==> src/rtl/collision_scheduler.sv <==
// Purpose: time-share one bullet-bitmap collision scanner across NUM_INV invaders, round-robin.
// Latency: one bullet bit per clock; hit_valid pulses the cycle after the hitting bit is tested.
// Backpressure: none; enable gates scanning, and an explosion sweep always runs to completion.
module collision_scheduler #(
    parameter int          NUM_INV    = 4,
    parameter int          BULLET_W   = 119,
    parameter int          SCAN_LEN   = 117,
    parameter int          X_OFFSET   = 43,
    parameter int          HIT_OFFSET = 2,
    parameter int          FAST_TOL   = 2,
    parameter logic [24:0] ANIM_DIV   = 25'd25000000,
    parameter int          ANIM_STEP  = 2,
    parameter int          ANIM_END   = 159,
    localparam int         IDW        = (NUM_INV > 1) ? $clog2(NUM_INV) : 1
) (
    input  logic                  clock,
    input  logic                  resetn,
    input  logic                  enable,
    input  logic [BULLET_W-1:0]   bullet_data,
    input  logic [8*NUM_INV-1:0]  inv_x,
    input  logic [NUM_INV-1:0]    inv_fast,
    input  logic [NUM_INV-1:0]    inv_alive,
    output logic                  hit_valid,
    output logic [IDW-1:0]        hit_id,
    output logic [7:0]            hit_x,
    output logic [7:0]            hit_k,
    output logic                  anim_active,
    output logic [7:0]            anim_coord,
    output logic                  busy
);

    typedef enum logic [1:0] {
        ST_IDLE = 2'd0,
        ST_SCAN = 2'd1,
        ST_ANIM = 2'd2
    } state_t;

    localparam logic signed [9:0] FAST_TOL_S = 10'(FAST_TOL);

    state_t         state_q, state_d;
    logic [IDW-1:0] id_q, id_d;
    logic [7:0]     k_q, k_d;
    logic [24:0]    tick_q, tick_d;
    logic           hit_valid_q, hit_valid_d;
    logic [IDW-1:0] hit_id_q, hit_id_d;
    logic [7:0]     hit_x_q, hit_x_d;
    logic [7:0]     hit_k_q, hit_k_d;
    logic           anim_active_q, anim_active_d;
    logic [7:0]     anim_coord_q, anim_coord_d;
    logic           busy_q, busy_d;

    // Per-invader and per-bit views of the live inputs for the current id / bit index
    logic [7:0]        cur_x;
    logic              cur_fast;
    logic              cur_alive;
    logic              cur_bit;
    logic [8:0]        sum_s;
    logic [8:0]        tgt_t;
    logic signed [9:0] diff;
    logic              hit;
    logic [IDW-1:0]    next_id;
    logic [8:0]        coord_sum;

    // Select the current invader's fields, the bullet bit under test, and evaluate the match
    always_comb begin
        cur_x     = 8'd0;
        cur_fast  = 1'b0;
        cur_alive = 1'b0;
        cur_bit   = 1'b0;
        for (int i = 0; i < NUM_INV; i++) begin
            if (id_q == IDW'(i)) begin
                cur_x     = inv_x[8*i +: 8];
                cur_fast  = inv_fast[i];
                cur_alive = inv_alive[i];
            end
        end
        for (int j = 0; j < BULLET_W; j++) begin
            if (k_q == 8'(j)) begin
                cur_bit = bullet_data[j];
            end
        end
        sum_s = {1'b0, k_q} + 9'(X_OFFSET);
        tgt_t = {1'b0, cur_x} + 9'(HIT_OFFSET);
        diff  = $signed({1'b0, tgt_t}) - $signed({1'b0, sum_s});
        // Fast invaders move between samples, so accept a small window ahead of the bullet
        if (cur_fast) begin
            hit = cur_bit && !diff[9] && (diff < FAST_TOL_S);
        end else begin
            hit = cur_bit && (sum_s == tgt_t);
        end
        next_id   = (id_q == IDW'(NUM_INV - 1)) ? '0 : id_q + IDW'(1);
        coord_sum = {1'b0, anim_coord_q} + 9'(ANIM_STEP);
    end

    // Next-state and output computation for the IDLE / SCAN / ANIM controller
    always_comb begin
        state_d       = state_q;
        id_d          = id_q;
        k_d           = k_q;
        tick_d        = tick_q;
        hit_valid_d   = 1'b0;
        hit_id_d      = hit_id_q;
        hit_x_d       = hit_x_q;
        hit_k_d       = hit_k_q;
        anim_active_d = anim_active_q;
        anim_coord_d  = anim_coord_q;
        case (state_q)
            ST_IDLE: begin
                if (enable) begin
                    state_d = ST_SCAN;
                    id_d    = '0;
                    k_d     = 8'd0;
                end
            end
            ST_SCAN: begin
                if (!enable) begin
                    state_d = ST_IDLE;
                    id_d    = '0;
                    k_d     = 8'd0;
                end else if (!cur_alive) begin
                    // Dead invader costs exactly one cycle and no bit is tested
                    id_d = next_id;
                    k_d  = 8'd0;
                end else if (hit) begin
                    state_d       = ST_ANIM;
                    hit_valid_d   = 1'b1;
                    hit_id_d      = id_q;
                    hit_x_d       = cur_x;
                    hit_k_d       = k_q;
                    anim_coord_d  = (k_q == 8'd0) ? 8'd0 : k_q - 8'd1;
                    anim_active_d = 1'b1;
                    tick_d        = 25'd0;
                end else if (k_q == 8'(SCAN_LEN - 1)) begin
                    id_d = next_id;
                    k_d  = 8'd0;
                end else begin
                    k_d = k_q + 8'd1;
                end
            end
            ST_ANIM: begin
                // enable is deliberately ignored here so a started sweep always finishes
                if (tick_q == ANIM_DIV - 25'd1) begin
                    tick_d = 25'd0;
                    if (coord_sum >= 9'(ANIM_END)) begin
                        anim_coord_d  = 8'd0;
                        anim_active_d = 1'b0;
                        id_d          = next_id;
                        k_d           = 8'd0;
                        state_d       = enable ? ST_SCAN : ST_IDLE;
                    end else begin
                        anim_coord_d = coord_sum[7:0];
                    end
                end else begin
                    tick_d = tick_q + 25'd1;
                end
            end
            default: begin
                state_d = ST_IDLE;
                id_d    = '0;
                k_d     = 8'd0;
            end
        endcase
        busy_d = (state_d != ST_IDLE);
    end

    // State and output registers with synchronous active-low reset
    always_ff @(posedge clock) begin
        if (!resetn) begin
            state_q       <= ST_IDLE;
            id_q          <= '0;
            k_q           <= 8'd0;
            tick_q        <= 25'd0;
            hit_valid_q   <= 1'b0;
            hit_id_q      <= '0;
            hit_x_q       <= 8'd0;
            hit_k_q       <= 8'd0;
            anim_active_q <= 1'b0;
            anim_coord_q  <= 8'd0;
            busy_q        <= 1'b0;
        end else begin
            state_q       <= state_d;
            id_q          <= id_d;
            k_q           <= k_d;
            tick_q        <= tick_d;
            hit_valid_q   <= hit_valid_d;
            hit_id_q      <= hit_id_d;
            hit_x_q       <= hit_x_d;
            hit_k_q       <= hit_k_d;
            anim_active_q <= anim_active_d;
            anim_coord_q  <= anim_coord_d;
            busy_q        <= busy_d;
        end
    end

    assign hit_valid   = hit_valid_q;
    assign hit_id      = hit_id_q;
    assign hit_x       = hit_x_q;
    assign hit_k       = hit_k_q;
    assign anim_active = anim_active_q;
    assign anim_coord  = anim_coord_q;
    assign busy        = busy_q;

endmodule
==> config.mk <==
export PLATFORM = sky130hd
export DESIGN_NAME = collision_scheduler
export DESIGN_NICKNAME = d
export VERILOG_FILES = /design/src/rtl/collision_scheduler.sv
export SDC_FILE = /design/constraint.sdc
export NUM_CORES = 1
export LEC_CHECK = 0
export BUFFER_PORTS_ARGS = -buffer_cell sky130_fd_sc_hd__clkbuf_2
export CORE_MARGIN = 8
export CORE_UTILIZATION = 30
export DETAILED_ROUTE_END_ITERATION = 7
export PLACE_DENSITY = 0.5
export SYNTH_ARGS = -nofsm -noshare
export SYNTH_HDL_FRONTEND = slang
export SYNTH_SLANG_ARGS = --single-unit
==> constraint.sdc <==
create_clock -name clock -period 6.5 [get_ports clock]
set_input_delay 0.975 -clock clock [delete_from_list [all_inputs] [get_ports clock]]
set_output_delay 0.975 -clock clock [all_outputs]
set_load 0.05 [all_outputs]
==> results of run 1 <==
-- path summary, 6_finish.rpt --
kind                  start    endpoint  slack [ns]  depth (start not counted)
setup / recovery    id_q[0]  tick_q[16]        0.59                         25
hold / removal    tick_q[5]   tick_q[5]        0.48                          2
setup reg to reg    id_q[0]  tick_q[16]        0.59                         25
hold reg to reg   tick_q[5]   tick_q[5]        0.48                          2
-- metrics by stage --
step,hold slack [ns],total power [W]
floorplan,0.4471,0.0005284
global placement,0.4641,0.0006100
detailed placement,0.4701,0.0006088
CTS,0.4791,0.001199
global route,0.4927,0.001238
finish,0.4842,0.001189
-- layout make-up --
cell class	instances	area share
clock inverter	4	0.01177
inverter	31	0.01403
tap	285	0.04301
clock buffer	12	0.03093
timing repair buffer	209	0.1319
sequential	66	0.1593
multi-input combinational	765	0.6084
antenna	2	0.0006036
-- flip-flops by register name (all words and copies together), names as in the netlist --
register,flops
anim_coord,8
tick_q,25
id_q,2
hit_x,8
hit_valid,1
anim_active,1
hit_id,2
k_q,8
state_q,2
hit_k,8
busy,1
-- layer usage --
layer	track usage	vias to the layer above	wire, µm
met3	0.03508	29	1502
met5	0	-	0
met4	0.06988	0	504
li1	-	3823	-
met2	0.2945	232	12240
met1	0.2322	3654	12080
-- worst min-delay path, stage by stage (launching register included) --
cell,delay (ns)
dfxtp_1,0.31
o31ai_1,0.06
a21oi_1,0.06
-- synth_stat cells, types with 7 or more instances --
cell	count
o211ai_1	14
buf_6	18
nand3_1	34
nand2b_1	32
nand3b_1	7
nor2_1	64
o21ai_0	39
nor2b_1	22
clkbuf_1	21
a31oi_1	11
nor3b_1	9
inv_1	29
nand2_1	80
a21oi_1	93
o22ai_1	7
a211oi_1	13
a31o_2	7
dfxtp_1	66
o31ai_1	25
buf_1	7
and2_1	9
a22oi_1	9
and3_1	22
nor3_1	20
buf_4	9
ha_1	26
a21o_1	10
or3_1	9
xnor2_1	12
mux2i_1	19
buf_2	20
or4_1	20
xor2_1	9
nand4_1	17
-- power by group through the flow --
stage / Clock (W) / Combinational, W / Sequential (W)
after floorplan: 0 / 0.000110 / 0.000418
after global placement: 0 / 0.000194 / 0.000416
after detailed placement: 0 / 0.000192 / 0.000416
after CTS: 0.000598 / 0.000194 / 0.000407
after global routing: 0.000616 / 0.000214 / 0.000408
final: 0.000587 / 0.000194 / 0.000407
-- logic make-up (layout without fill, tap and decap cells) --
logic type	Yosys count	count (layout)
mux	20	20
xor+xnor	21	21
buf+inv	106	256
other cells	0	2
flops	66	66
simple gates	386	386
fa+ha+maj	27	27
compound gates	311	311
-- timing repair --
item | CTS | global route
hold buffers | 0 | 0
endpoints found under the setup margin | 0 | 28
resized for setup | 0 | 2
==> results.cfg, run 1 <==
[synthesis]
synth-simple-area-share = 0.3098
yosysTopAreaCell = dfxtp_1
yosysWarnings = 0
synth-seq-area-share = 0.1902
synth-compound-area-share = 0.3096
synth_top_area_share = 0.1902
synth_top_family_by_area = simple AND/OR/NAND/NOR gates
synth-seq-cells = 66
synth_area_leaders = dfxtp_1, a21oi_1, ha_1
synth_xor_area_frac = 0.02648
ys_types = 92
synthArstFlopShare = 0
synth_area_um2 = 6947
synthAdderAreaFrac = 0.04971
syn_avg_cell_area_um2 = 7.414
synth_edf_count = 0
synth_fp_nets = 1126
netlist_instances = 937
synthFlopType = dfxtp_1
synth_mux_area_frac = 0.02900

[timing]
finalHoldViolCount = 0
clock.fmax_mhz = 169.2
fin_ws_ns = 0.5899
max_slew_margin = 0.3026
skew_ns = 0.008041
rsz0062_at_grt = false
post-route-min-period_ns = 5.910
post-route-period-util = 0.9092
tightestPinTransition_ns = 1.046
final_max_slew_viol_count = 0
tns_ns = 0
finalSetupViolCount = 0

[critical_path]
crit_family = compound AO/OA/AOI/OAI gates
cp-start-kind = flop
crit_path_top_delay_cell = a2111oi_1
crit_required_ns = 6.72
arrival_ns = 6.13
critPathMaxFanout = 22
cpMostUsedCell = nor2_1
crit_buf_inv = 3
critical_path_class = reg2reg
max_stage_delay_ns = 0.55
end_kind = flop

[clocking]
htreeDepth = 3
cts_tree = yes
clock-root-buffer = clkbuf_16
cts_max_path_buffers = 2
cts_setup_buffers = 0
numCtsBuffers = 9
insertion_delay_ns = 0.34
cts_sinks = 66
path_clk_slew_ns = 0.06

[global_route]
grt_start_max_net_pins = 46
grt_pass1_wl_mm = 41.76
grt.total_usage = 0.1809
grt_pass1_vias = 7768
antenna_found_initial = 2
grt_overflow = 0

[layout]
layout.area.seq_um2 = 1321
final_common_cell = clkbuf_2
utilization = 0.3651
multi_input_area_um2 = 5045
drive_gt1_frac = 0.2456
stdcell_count = 1374
final_nets = 1271
syn2layout_area_growth_pct = 19.36
stdcell_area_um2 = 8292
final_cell_mix = clkbuf_2, a21oi_1, nand2_1
nFillCells = 2492

[route]
first_pass_iters = 5
vias = 7738
routed_wl_mm = 26.33
vias_per_cell = 5.632
post-route-drc-count = 0
ant_nets = 0
wl_per_cell_um = 19.16
drtIter0Drc = 490

[status]
status = finished, final reports clean

[placed_design]
io_buffers = 190
dp_slack_ns = 0.4474
placedInstanceArea_um2 = 7929
place_hpwl_mm = 20.17
placed_cells = 1356
place_congestion = 0.8631

[floorplanning]
ios = 191
die_h_um = 168.2
die_w_um = 168.2
core_area_um2 = 22710
die-area_um2 = 28280
rows = 55
start_util = 0.3059

[pwr]
powerDensity_nw_per_um2 = 143.4
peakVddDrop_v = 0.0001370
clock_power_share = 0.494
switchingPower_w = 0.0002987
power_frac_comb = 0.163
switching_share = 0.2512
intPower_w = 0.0008903
seqPwrFrac = 0.343
p_leak_nw = 3.378

[worst_hold_path]
hold_class = reg2reg

[run]
cap_violations = 0
No activity file was read; power rests on OpenSTA's default activity.
==> run 2: changes to the inputs <==
--- a/config.mk
+++ b/config.mk
@@ -6,10 +6,11 @@
 export NUM_CORES = 1
 export LEC_CHECK = 0
 export BUFFER_PORTS_ARGS = -buffer_cell sky130_fd_sc_hd__clkbuf_2
-export CORE_MARGIN = 8
+export CORE_MARGIN = 5
 export CORE_UTILIZATION = 30
 export DETAILED_ROUTE_END_ITERATION = 7
 export PLACE_DENSITY = 0.5
+export SLEW_MARGIN = 20
 export SYNTH_ARGS = -nofsm -noshare
 export SYNTH_HDL_FRONTEND = slang
 export SYNTH_SLANG_ARGS = --single-unit
==> run 2 against run 1 <==
  * Sequential power hardly changed
  * Setup slack worse by 0.040 ns
  * Cell count is 0.22% lower
  * Via count is 0.12% lower
  * Clock skew is 0.0013 ns higher
  * Clock power is 20% lower
  * Largest power group unchanged
==> results.cfg, run 2 (synthesis results as in run 1) <==
[timing]
finalHoldViolCount = 0
finalSetupViolCount = 0
skew_ns = 0.009377
clock.fmax_mhz = 168.1
post-route-period-util = 0.9155
final_max_slew_viol_count = 0
max_slew_margin = 0.3162
rsz0062_at_grt = false
tightestPinTransition_ns = 1.024
tns_ns = 0
post-route-min-period_ns = 5.951

[layout]
largest_register_ffs = 25
drive_gt1_frac = 0.2433
final_cell_mix = clkbuf_2, a21oi_1, nand2_1
final_common_cell = clkbuf_2
syn2layout_area_growth_pct = 18.39
nFillCells = 2496
final_nets = 1269
regMostFlops = tick_q

[global_route]
grt_pass1_wl_mm = 40.72
antenna_found_initial = 1
grt_pass1_vias = 7482
grt_start_max_net_pins = 50
grt_overflow = 0
grt.total_usage = 0.1886

[critical_path]
critical_path_class = reg2reg
end_kind = flop
crit_path_top_delay_cell = a2111oi_1
arrival_ns = 6.22
crit_required_ns = 6.77
max_stage_delay_ns = 0.54
critPathMaxFanout = 28
cp_cell_sequence = inv_1 > ha_1 > nor2b_2 > a22oi_1 > nor2_1 > a21oi_1 > nor2_1 > a21oi_1 > inv_1 > ha_1 > nand2b_1 > nor2_1 > xnor2_1 > ha_1 > a211oi_1 > nor2_1 > or4_1 > a2111oi_1 > nand4_1 > a21oi_1 > a31oi_4 > buf_16 > or4_1 > a21oi_1
cp-start-kind = flop
rr_startpoint = id_q[0]
critPathLaunch = id_q[0]

[pwr]
powerDensity_nw_per_um2 = 130.3
peakVddDrop_v = 0.0001157
power_w = 0.001072
p_leak_nw = 3.353

[floorplanning]
core_area_um2 = 22710
die_h_um = 162.2
start_util = 0.3059
ios = 191
die-area_um2 = 26300
die_w_um = 162.2
rows = 55

[clocking]
cts_setup_buffers = 0
cts_tree = yes
cts_max_path_buffers = 2
htreeDepth = 3
clock-root-buffer = clkbuf_16
insertion_delay_ns = 0.34
cts_sinks = 66
numCtsBuffers = 9
path_clk_slew_ns = 0.06

[route]
wl_per_cell_um = 18.70
first_pass_iters = 5
vias_per_cell = 5.637
ant_nets = 0
vias = 7729
post-route-drc-count = 0
drtIter0Drc = 539
routed_wl_mm = 25.64

[worst_hold_path]
min_from = tick_q[5]
hold_class = reg2reg

[placed_design]
place_hpwl_mm = 19.57
place_congestion = 0.8403
io_buffers = 190

[run]
cap_violations = 0

[status]
status = finished, final reports clean
run 2: cell types whose count changed in the layout (fill, tap and decap cells not counted), sizes merged:
cell / previous run / this run
diode: 2 / 1
clkinv: 2 / 4
clkbuf: 202 / 204
clkinvlp: 1 / 0
buf: 19 / 17
bufinv: 3 / 0
run 2: final cells by class:
| class | instances | area [µm²] | area share |
|---|---|---|---|
| inverter | 31 | 116.4 | 0.01415 |
| clock buffer | 14 | 274.0 | 0.03332 |
| clock inverter | 2 | 10.01 | 0.001217 |
| timing repair buffer | 207 | 1099 | 0.1336 |
| sequential | 66 | 1321 | 0.1607 |
| multi-input combinational | 765 | 5045 | 0.6134 |
| antenna | 1 | 2.502 | 0.0003043 |
| tap | 285 | 356.6 | 0.04336 |
run 2: where the power goes:
group | switching, W | leakage [nW] | internal (W)
logic | 0.000106 | 2.68 | 0.0000884
registers | 0.00000202 | 0.532 | 0.000406
clock network | 0.000181 | 0.143 | 0.000288
run 2: routing by layer:
metal,up-vias,share of wire,global-route usage
li1,3823,-,-
met1,3643,0.47,0.2647
met2,234,0.46,0.3042
met3,29,0.051,0.02334
met4,0,0.019,0.05421
met5,-,0,0
run 2: stage by stage:
step	util	hold slack (ns)	std cells	setup WS (ns)	instance area [µm²]
floorplan	-	0.4471	937	1.172	6947
global route	0.3621	0.5097	1371	0.005824	8224
CTS	0.3607	0.4831	1369	0.3317	8190
detailed placement	0.3482	0.4738	1353	0.3269	7906
finish	0.3621	0.4804	1371	0.5494	8224
global placement	0.3482	0.4637	1353	0.3901	7906
run 2: what timing repair did:
item	in CTS	in global routing
hold buffers	0	0
resized for setup	0	2
endpoints found under the setup margin	0	27
endpoints found under the hold margin	0	0
run 2: worst max-delay path: cells and delay by family (launching register included):
kind	cells	cell delay (ns)
xor+xnor	1	0.14
fa+ha+maj	3	0.85
compound gates	8	2.32
flops	1	0.39
simple gates	9	1.64
buf+inv	3	0.50
run 2: worst paths after layout:
path,cells after the start,slack [ns],endpoint
setup / recovery,24,0.55,tick_q[24]
hold / removal,2,0.48,tick_q[5]
setup reg to reg,24,0.55,tick_q[24]
hold reg to reg,2,0.48,tick_q[5]
==> run 3: changes to the inputs <==
--- a/config.mk
+++ b/config.mk
@@ -5,6 +5,7 @@
 export SDC_FILE = /design/constraint.sdc
 export NUM_CORES = 1
 export LEC_CHECK = 0
+export ABC_AREA = 1
 export BUFFER_PORTS_ARGS = -buffer_cell sky130_fd_sc_hd__clkbuf_2
 export CORE_MARGIN = 5
 export CORE_UTILIZATION = 30
==> run 3 against run 2 <==
  * The flow now finishes with violations (negative setup slack)
  * Flip-flop and latch count stayed put
  * Highest routed layer unchanged
  * Synthesized cell count increased by 30%
  * Synthesized area grew 0.49%
  * Critical path depth rose by 102
==> results.cfg, run 3 <==
[synthesis]
yosysWarnings = 0
synth_area_um2 = 6980
synth-seq-area-share = 0.1893
synthFlopType = dfxtp_1
synth_fp_nets = 1410
synthArstFlopShare = 0
ys_types = 47
synth_top_area_share = 0.1893
netlist_instances = 1221
yosysTopAreaCell = dfxtp_1
syn_avg_cell_area_um2 = 5.717
synth_area_leaders = dfxtp_1, nand2_1, inv_1
synth_edf_count = 0
synthTopCellsByCount = nand2_1, inv_1, nor2_1, nand3_1, a21oi_1
synth-seq-cells = 66
yosysMostFrequentCell = nand2_1

[timing]
final_max_slew_viol_count = 0
max_slew_margin = 0.2181
holdWs_ns = 0.4514
fin_ws_ns = -1.359
tns_ns = -85.97
finalHoldViolCount = 0
rsz0062_at_grt = true
post-route-min-period_ns = 7.859
clock.fmax_mhz = 127.2
post-route-period-util = 1.209
tightestPinTransition_ns = 1.173
finalSetupViolCount = 66
skew_ns = 0.005180

[critical_path]
arrival_ns = 8.09
cp-start-kind = primary input
crit_path_top_delay_cell = buf_4
end_kind = flop
cpMostUsedCell = nand2_1
max_stage_delay_ns = 0.21
critPathMaxFanout = 14
critical_path_class = in2reg
crit_required_ns = 6.73

[clocking]
htreeDepth = 3
clock-root-buffer = clkbuf_16
insertion_delay_ns = 0.34
numCtsBuffers = 9
cts_sinks = 66
cts_max_path_buffers = 2
path_clk_slew_ns = 0.06
ctsHoldBuffers = 0
cts_tree = yes

[pwr]
clock_power_share = 0.382
switching_share = 0.3323
switchingPower_w = 0.0004360
power_frac_comb = 0.301
intPower_w = 0.0008762
powerDensity_nw_per_um2 = 136.2
p_leak_nw = 4.279
peakVddDrop_v = 0.0001318
seqPwrFrac = 0.317

[layout]
regMostFlops = tick_q
largest_register_ffs = 25
diodes = 0
final_common_cell = nand2_1
final_nets = 1663
syn2layout_area_growth_pct = 38.02
drive_gt1_frac = 0.2745
final_cell_mix = nand2_1, inv_1, clkbuf_2
stdcell_area_um2 = 9634

[global_route]
grt_pass1_vias = 8387
grt_pass1_wl_mm = 43.88
antenna_found_initial = 0
grt_start_max_net_pins = 34
grt.total_usage = 0.2062
grt_overflow = 0

[route]
vias = 8668
wl_per_cell_um = 15.80
met3WireLength_mm = 1.483
routed_wl_mm = 28.31
dr_wl_met2_mm = 13.77
vias_per_cell = 4.837
top_layer_used = met4
first_pass_iters = 5
wl_met1_mm = 12.39
drtIter0Drc = 602
post-route-drc-count = 0
ant_nets = 0

[placed_design]
placedInstanceArea_um2 = 8813
io_buffers = 190
place_congestion = 0.9041
place_hpwl_mm = 22.47
dp_slack_ns = -1.738

[floorplanning]
core_area_um2 = 22780
die-area_um2 = 26420
start_util = 0.3065
ios = 191
die_h_um = 162.5
rows = 55
die_w_um = 162.5

[status]
status = complete, but fails checks
violations = negative setup slack

[worst_hold_path]
hold_class = reg2reg

[run]
cap_violations = 0
-- run 3: cell types whose count changed after synthesis, moves of 19 or more --
| cell | change |
|---|---|
| nand2_1 | +246 |
| mux2i_1 | -19 |
| xor2_1 | +27 |
| or4_1 | -20 |
| o31ai_1 | -23 |
| nor2_1 | +41 |
| and3_1 | -22 |
| nor2b_1 | -22 |
| inv_1 | +168 |
| nand2b_1 | -32 |
| nand3_1 | +67 |
| o22ai_1 | +21 |
-- run 3: per-layer routing --
| metal | GRT usage | vias up |
|---|---|---|
| met5 | 0 | - |
| met4 | 0.05414 | 0 |
| met3 | 0.03493 | 45 |
| met2 | 0.3600 | 209 |
| met1 | 0.2633 | 3967 |
| li1 | - | 4447 |
-- run 3: what timing repair did --
item,4_1_cts,5_1_grt
cloned,2,3
setup endpoints to repair,66,66
setup buffers,3,4
resized for setup,50,68
pin swaps,10,21
-- run 3: path summary, 6_finish.rpt --
check,startpoint,to,slack [ns],cells after the start
setup / recovery,bullet_data[1],hit_k[6],-1.36,126
setup reg to reg,k_q[0],k_q[0],-1.31,127
hold / removal,hit_k[3],hit_k[3],0.45,2
hold reg to reg,hit_k[3],hit_k[3],0.45,2
-- run 3: logic make-up after synthesis --
kind of cell | count (synthesis) | share of synthesized area
AO/OA/AOI/OAI | 207 | 0.1692
XOR/XNOR | 48 | 0.06023
adder cells (fa/ha/maj) | 27 | 0.04947
buffers and inverters | 249 | 0.1434
flip-flops | 66 | 0.1893
AND/OR/NAND/NOR | 624 | 0.3884
-- run 3: area by class of cell --
cell class	instances	area, µm²
well taps	313	391.6
multi-input cells	907	5007
repair buffers	283	1784
fillers	2497	13140
flip-flops and latches	66	1334
inverters	207	814.5
clock inverters	7	77.57
clock buffers	9	225.2
-- run 3: power by group through the flow --
stage / clock (W) / sequential, W / combinational, W
2_1_floorplan: 0 / 0.000431 / 0.000220
3_3_place_gp: 0 / 0.000424 / 0.000360
3_5_place_dp: 0 / 0.000424 / 0.000362
4_1_cts: 0.000513 / 0.000416 / 0.000380
5_1_grt: 0.000530 / 0.000417 / 0.000442
6_report: 0.000501 / 0.000416 / 0.000395
-- run 3: critical path, delay by kind of cell --
family,cells,cell delay [ns]
buffers and inverters,4,0.48
AND/OR/NAND/NOR,120,6.43
AO/OA/AOI/OAI,2,0.18
-- run 3: stage by stage --
stage	std cells	total power (W)	utilization
after CTS	1788	0.001309	0.4123
after floorplan	1221	0.0006514	-
after detailed placement	1767	0.0007859	0.3869
final	1792	0.001312	0.4230
after global routing	1792	0.001389	0.4230
after global placement	1767	0.0007842	0.3869
